$ cat config.mk
export PLATFORM = sky130hd
export DESIGN_NAME = writeback_arbiter
export DESIGN_NICKNAME = d
export VERILOG_FILES = /design/src/rtl/writeback_arbiter.sv
export SDC_FILE = /design/constraint.sdc
export NUM_CORES = 1
export LEC_CHECK = 0
export ABC_AREA = 1
export ABC_CLOCK_PERIOD_IN_PS = 3500
export CELL_PAD_IN_SITES_DETAIL_PLACEMENT = 1
export CELL_PAD_IN_SITES_GLOBAL_PLACEMENT = 1
export CORE_MARGIN = 4
export CORE_UTILIZATION = 44
export CTS_BUF_LIST = sky130_fd_sc_hd__clkbuf_4 sky130_fd_sc_hd__clkbuf_8
export DETAILED_ROUTE_END_ITERATION = 12
export PLACE_DENSITY = 0.92
export REMOVE_ABC_BUFFERS = 1
export SLEW_MARGIN = 25
export SYNTH_ARGS = -nofsm -noshare
export SYNTH_HDL_FRONTEND = slang
export SYNTH_SLANG_ARGS = --single-unit
$ cat constraint.sdc
create_clock -name clk -period 3.5 [get_ports clk]
set_input_delay 0.7 -clock clk [delete_from_list [all_inputs] [get_ports clk]]
set_output_delay 0.7 -clock clk [all_outputs]
set_load 0.03 [all_outputs]
$ cat src/rtl/writeback_arbiter.sv
// Writeback stage owning the single register-file write port.
// Merges ALU results with buffered in-order load responses under a starvation bound.
module writeback_arbiter #(
    parameter int XLEN         = 32,
    parameter int LQ_DEPTH     = 4,
    parameter int STARVE_LIMIT = 8
) (
    input  logic                        clk,
    input  logic                        reset_n,
    input  logic                        alu_valid,
    input  logic [4:0]                  alu_rd,
    input  logic [XLEN-1:0]             alu_data,
    output logic                        alu_stall,
    input  logic                        lsu_valid,
    output logic                        lsu_ready,
    input  logic [4:0]                  lsu_rd,
    input  logic [XLEN-1:0]             lsu_data,
    output logic                        rf_write_en,
    output logic [4:0]                  rf_write_addr,
    output logic [XLEN-1:0]             rf_write_data,
    input  logic [4:0]                  chk_addr,
    output logic                        chk_pending,
    output logic [$clog2(LQ_DEPTH):0]   lq_count
);

    localparam int PW = $clog2(LQ_DEPTH);
    localparam int CW = PW + 1;
    localparam int SW = $clog2(STARVE_LIMIT + 1);
    localparam logic [CW-1:0] DEPTH_C = CW'(LQ_DEPTH);
    localparam logic [SW-1:0] LIMIT_C = SW'(STARVE_LIMIT);

    logic [4:0]          q_rd   [LQ_DEPTH];
    logic [XLEN-1:0]     q_data [LQ_DEPTH];
    logic [LQ_DEPTH-1:0] q_vld;
    logic [PW-1:0]       rd_ptr;
    logic [PW-1:0]       wr_ptr;
    logic [CW-1:0]       count;
    logic [SW-1:0]       starve;

    logic force_drain;
    logic alu_win;
    logic pop;
    logic push;
    logic hit;

    assign force_drain = (count != '0) && (starve == LIMIT_C);
    assign alu_win     = alu_valid && !force_drain;
    assign pop         = reset_n && !alu_win && (count != '0);
    assign lsu_ready   = reset_n && (count < DEPTH_C);
    assign push        = lsu_valid && lsu_ready;
    assign alu_stall   = reset_n && alu_valid && force_drain;
    assign lq_count    = count;

    // Incoming same-cycle push is deliberately not visible to the hazard query.
    always_comb begin
        hit = rf_write_en && (rf_write_addr == chk_addr);
        for (int i = 0; i < LQ_DEPTH; i++) begin
            if (q_vld[i] && (q_rd[i] == chk_addr)) hit = 1'b1;
        end
        chk_pending = (chk_addr != 5'd0) && hit;
    end

    always_ff @(posedge clk) begin
        if (push) begin
            q_rd[wr_ptr]   <= lsu_rd;
            q_data[wr_ptr] <= lsu_data;
        end
    end

    always_ff @(posedge clk) begin
        if (!reset_n) begin
            rd_ptr        <= '0;
            wr_ptr        <= '0;
            count         <= '0;
            starve        <= '0;
            q_vld         <= '0;
            rf_write_en   <= 1'b0;
            rf_write_addr <= '0;
            rf_write_data <= '0;
        end else begin
            if (push) begin
                q_vld[wr_ptr] <= 1'b1;
                wr_ptr        <= wr_ptr + 1'b1;
            end
            case ({push, pop})
                2'b10:   count <= count + 1'b1;
                2'b01:   count <= count - 1'b1;
                default: count <= count;
            endcase

            if (alu_win) begin
                rf_write_en   <= (alu_rd != 5'd0);
                rf_write_addr <= alu_rd;
                rf_write_data <= alu_data;
                starve        <= (count != '0) ? starve + 1'b1 : '0;
            end else if (count != '0) begin
                // x0 loads still consume their entry but never reach the RF.
                rf_write_en   <= (q_rd[rd_ptr] != 5'd0);
                rf_write_addr <= q_rd[rd_ptr];
                rf_write_data <= q_data[rd_ptr];
                q_vld[rd_ptr] <= 1'b0;
                rd_ptr        <= rd_ptr + 1'b1;
                starve        <= '0;
            end else begin
                rf_write_en   <= 1'b0;
                starve        <= '0;
            end
        end
    end

endmodule

== Yosys cells after proc, flatten, opt, wreduce, memory -nomap -nowiden ==
Memory sizes are Yosys's and may differ from the RTL's. A register that Yosys moved wholly into a read port is not among the register bits.
Index checks and enable logic that the tools add are counted.

* Multipliers: 0
* Bitwise operators: 4
* $lt $le $gt $ge: 5
* Eq/ne operators: 8
* Div/mod/pow operators: 0
* Reduce and logical (&&, ||, !) cells: 26
* Add/sub/neg operators: 5
* Shift-type cells: 0
* Mux-type cells: 25

{| class="wikitable"
|+ Operators by type and width
! cell !! count
|-
| two-way mux 32 bit || 2
|-
| equality test 5 bit || 5
|-
| logical AND 1 bit || 16
|-
| two-way mux 4 bit || 4
|-
| nonzero test 5 bit || 3
|-
| two-way mux 1 bit || 10
|-
| two-way mux 5 bit || 2
|-
| two-way mux 2 bit || 4
|-
| less-than comparator 2 x 3 -> 1 bit, second input constant || 2
|-
| one-hot mux 3 bit (2 select lines) || 1
|-
| adder 2 x 1 -> 2 bit, second input constant || 2
|-
| adder 4 x 1 -> 4 bit, second input constant || 1
|-
| AND 4 bit || 1
|-
| demux 1 bit (select 2 bit) || 2
|-
| equality test 4 bit, second input constant || 1
|-
| >= comparator 2 x 1 -> 1 bit, second input constant || 2
|-
| inverter 4 bit || 1
|-
| OR 4 bit || 1
|-
| nonzero test 2 bit || 2
|-
| adder 3 x 1 -> 3 bit, second input constant || 1
|-
| less-than comparator 3 bit, second input constant || 1
|-
| AND reduction 3 bit || 1
|-
| nonzero test 3 bit || 1
|-
| subtractor 3 x 1 -> 3 bit, second input constant || 1
|-
| other kinds (5) || 6
|}

* Bits in latches: 0
* ROM bits: 0
* Input bits: 83
* Bits in writable memories: 148
* Register bits: 53
* Memories: 2

{| class="wikitable"
|+ Memories
! name !! depth !! bits a word !! read ports !! clocked after Yosys merged registers in !! wr ports !! RTL line !! RTL
|-
| q_data || 4 || 32 || 1 || 1 || 1 || 33 || <nowiki>logic [XLEN-1:0] q_data [LQ_DEPTH];</nowiki>
|-
| q_rd || 4 || 5 || 5 || 1 || 1 || 32 || <nowiki>logic [4:0] q_rd [LQ_DEPTH];</nowiki>
|}

== Longest topological paths before layout ==
* Depth after elaboration: 10
* Mapped depth: 12
* Mapped depth without buffers: 11

== Worst setup path after synthesis ==
OpenSTA, ideal clock, no wires.

* Kind: input to register
* Start point: input reset_n
* End point: memory q_data[0][0] (enable)
* Stages on the path: 5
* Setup time: 0.433 ns
* Arrival: 3.039 ns
* Slack: 0.028 ns
* Path through: buf_2 -> inv_2 -> nor2_2 -> nand2_2 -> nor2_1

* Longest elaborated chain between the ends: 4

{| class="wikitable"
|+ RTL lines
! what !! RTL line !! RTL
|-
| start, declared || 9 || <nowiki>input logic reset_n,</nowiki>
|-
| logical AND 1 bit || 49 || <nowiki>assign lsu_ready = reset_n && (count < DEPTH_C);</nowiki>
|-
| named net lsu_ready || 15 || <nowiki>output logic lsu_ready,</nowiki>
|-
| logical AND 1 bit || 50 || <nowiki>assign push = lsu_valid && lsu_ready;</nowiki>
|-
| two-way mux 1 bit || 64 || <nowiki>if (push) begin</nowiki>
|-
| two-way mux 1 bit (not written as such) || 66 || <nowiki>q_data[wr_ptr] <= lsu_data;</nowiki>
|-
| end, declared || 33 ||
|}

The timed path passes the listed nets, and every way through them passes these cells.

== Worst setup path after layout ==
* Start point: input chk_addr[2]
* End point: output chk_pending

* Longest elaborated chain between the ends: 7
* Elaborated cells on any way between the ends: 16
* Classes of those cells: eq/ne (5); mux (4); reduce/logical (7)

{| class="wikitable"
|+ RTL lines
! what !! RTL line !! RTL
|-
| start, declared || 21 || <nowiki>input logic [4:0] chk_addr,</nowiki>
|-
| equality test 5 bit, on equally long branches || 56, 58 ||
|-
| logical AND 1 bit, on equally long branches || 56, 58 ||
|-
| two-way mux 1 bit (4 in a row) || 58 || <nowiki>if (q_vld[i] && (q_rd[i] == chk_addr)) hit = 1'b1;</nowiki>
|-
| logical AND 1 bit (*) || 60 || <nowiki>chk_pending = (chk_addr != 5'd0) && hit;</nowiki>
|-
| end, declared || 22 || <nowiki>output logic chk_pending,</nowiki>
|}

Every way passes the cells marked *; elsewhere a longest branch is shown, timed or not.

==> flow_summary.rst <==
.. list-table::
   :header-rows: 1

   * - Metric
     - Value
   * - Vias
     - 6685
   * - Post-DR wirelength/cell
     - 18.7 um
   * - CTS H-tree lvls
     - 2
   * - Crit path kind
     - input port to primary output
   * - Worst Path Max Fanout
     - 6
   * - DRC violations left
     - 0
   * - Critical path's most frequent cell
     - sky130_fd_sc_hd__nor2_1
   * - Tmin final
     - 3.05 ns
   * - Via density per instance
     - 5.19
   * - Total number of placement rows
     - 50
   * - Area inside the core boundary
     - 0.0190 mm2
   * - Via count of the first global-routing pass
     - 7384
   * - Count of final hold-check violations
     - 0
   * - Setup violators final
     - 0
   * - Final-layout worst hold slack
     - 0.466 ns
   * - I/O Buffers
     - 126
   * - Setup clock skew after layout
     - 0.0239 ns
   * - Die X-Extent
     - 148 um
   * - Antenna Violating Nets Remaining
     - 0
   * - Placer congestion estimate
     - 0.810
   * - Largest stage delay on the critical path
     - 0.61 ns
   * - FMAX
     - 0.328 GHz
   * - Worst max-slew margin expressed relative to the limit
     - 0.400
   * - Outcome
     - finished, final reports clean
   * - Share of final-layout standard cells stronger than drive strength 1
     - 0.0827
   * - Die area
     - 0.0219 mm2
   * - Clock Pin Slew Worst Setup and Hold Paths
     - 0.05 ns
   * - Area Growth Syn to Fin
     - 25.6%
   * - Slew @ Worst Pin
     - 0.899 ns
   * - Number of CTS-inserted buffers
     - 35
   * - Peak ir drop on the vdd network
     - 306 uV
   * - Global-route total usage across every layer
     - 0.219
   * - Fin Setup TNS
     - 0 ns
   * - Endpoint class of the critical path
     - primary output
   * - Worst-path cell chain
     - clkdlybuf4s50_1 > inv_1 > nand2_1 > o21ai_0 > nor2_1 > nand3_1 > nand2_1 > nor2_1 > nor2_1 > dlymetal6s2s_1
   * - Delay-heaviest family, CP
     - buffers and inverters
   * - Top library cells by usage in the layout, fill and taps aside
     - 149 x sky130_fd_sc_hd__nand2_1, 148 x sky130_fd_sc_hd__edfxtp_1, 124 x sky130_fd_sc_hd__clkdlybuf4s50_1
   * - Crit path buffers/inverters
     - 3
   * - # Post-CTS Setup Buffers
     - 0
   * - I/O pin count
     - 127
   * - Initial antenna violation count
     - 0
   * - TritonCTS Sinks
     - 203
   * - Post-layout nets
     - 1098
   * - Setup repair after global routing missed its margin
     - false
   * - Required time of the critical path
     - 2.80 ns
   * - Power Dens Cells
     - 555 mW/mm2
   * - Most common cell after layout, fill and taps aside
     - sky130_fd_sc_hd__nand2_1
   * - DRT iter0 DRCs
     - 461
   * - Sequential cell area fraction in the yosys report
     - 0.642
   * - Global-route wire length before repair
     - 37900 um
   * - Height of the chip
     - 148 um
   * - Synthesis Warnings
     - 0
   * - Initial core utilization
     - 0.454
   * - Post-Route Utilization
     - 0.570
   * - Number of max-cap violations
     - 0
   * - Max clock buf depth
     - 3
   * - Master of the slowest instance on the critical path
     - sky130_fd_sc_hd__clkdlybuf4s50_1
   * - Register bit count reported by yosys
     - 203
   * - Hold crit path type
     - flop to flop
   * - Number of max-slew violations in the final report
     - 0
   * - Post-Synthesis Cell Area
     - 0.00863 mm2
   * - Number of inserted diodes
     - 0
   * - Clock tree from TritonCTS
     - done
   * - Post-detail-place hpwl
     - 15200 um
   * - Pre-CTS setup slack
     - 0.0852 ns
   * - Clock insertion delay at the later pin of the skew report
     - 0.51 ns
   * - Period utilisation layout
     - 0.871
   * - Gate count after technology mapping
     - 867
   * - Pin count of the biggest net entering global routing
     - 75
   * - Static leakage power
     - 4.40 nW
   * - Kind of launch point of the worst setup path
     - input port
   * - Final total power
     - 6.02 mW
   * - Final wirelength
     - 24100 um
   * - Avg Inst Size Synth
     - 9.96 um2
   * - Number of filler cells placed in the layout
     - 2140
   * - Post-synth cell types
     - 31
   * - Arrival @ worst endpoint
     - 2.35 ns
   * - Router iterations before antenna repair
     - 4
   * - Post-route worst setup slack
     - 0.451 ns
   * - Root buffer cell
     - sky130_fd_sc_hd__clkbuf_8
   * - Global route overflow
     - 0
## cell type report
cell class / instances / area (um2) / area share
Timing Repair Buffer: 141 / 1380 / 0.128
Clock inverter: 13 / 81.3 / 0.00750
Clock buffer: 49 / 618 / 0.0570
Multi-Input combinational cell: 520 / 2500 / 0.231
Tap cell: 260 / 325 / 0.0300
Inverter: 102 / 387 / 0.0357
Sequential cell: 203 / 5550 / 0.512
## synth_stat cells, drive strengths merged
library cell | n | area share
and3 | 1 | 0.00073
dfxtp | 55 | 0.13
o22ai | 35 | 0.025
xnor2 | 1 | 0.0010
nor3 | 4 | 0.0023
clkinv | 1 | 0.00043
nand2 | 152 | 0.068
o21ai | 120 | 0.070
xor2 | 6 | 0.0061
o21a | 1 | 0.00087
nor2 | 114 | 0.050
o21bai | 1 | 0.00087
nand3 | 54 | 0.032
inv | 101 | 0.044
clkbuf | 20 | 0.0087
fa | 1 | 0.0023
buf | 22 | 0.019
a21oi | 18 | 0.010
ha | 11 | 0.016
or2 | 1 | 0.00073
edfxtp | 148 | 0.51
## what timing repair did
item	in CTS	in global routing
hold buffers	0	0
endpoints found under the setup margin	0	1
gates resized for setup	0	1
## final timing paths
check	startpoint	to	slack, ns	depth (start not counted)
worst max-delay path	chk_addr[2]	chk_pending	0.45	10
worst min-delay path	starve[0]	starve[0]	0.47	1
worst max register to register	starve[0]	lq_count[2]	1.24	11
worst min register to register	starve[0]	starve[0]	0.47	1
## power by group
part	total [mW]	internal, mW	switching [mW]
clock network	2.15	1.21	0.939
registers	2.77	2.71	0.0637
logic	1.10	0.403	0.694
total	6.02	4.32	1.70
## kinds of logic (layout without fill, tap and decap cells)
| logic type | Yosys count | after routing | synth area share |
|---|---|---|---|
| buffers and inverters | 144 | 305 | 0.0722 |
| XOR/XNOR | 7 | 7 | 0.00710 |
| AND/OR/NAND/NOR | 326 | 326 | 0.153 |
| flip-flops | 203 | 203 | 0.642 |
| AO/OA/AOI/OAI | 175 | 175 | 0.107 |
| adder cells (fa/ha/maj) | 12 | 12 | 0.0183 |
## through the flow
| stage | cell area [um2] | std cells |
|---|---|---|
| 3_5_place_dp | 10100 | 1226 |
| 6_report | 10800 | 1288 |
| 5_1_grt | 10800 | 1288 |
| 2_1_floorplan | 8400 | 825 |
| 4_1_cts | 10800 | 1288 |
| 3_3_place_gp | 10100 | 1226 |
## per-layer routing
layer | vias up | share of wire | track usage
met4 | 0 | 0.019 | 0.0614
met2 | 153 | 0.54 | 0.415
li1 | 3189 | - | -
met3 | 38 | 0.047 | 0.0460
met1 | 3305 | 0.39 | 0.249
met5 | - | 0 | 0
## registers in the layout, indices dropped and copies added (netlist names), named ones only
name           count
lq_count           3
q_data           128
q_rd              20
q_vld              4
rd_ptr             2
rf_write_addr      5
rf_write_data     32
rf_write_en        1
starve             4
wr_ptr             2
No activity file was read; power rests on OpenSTA's default activity.
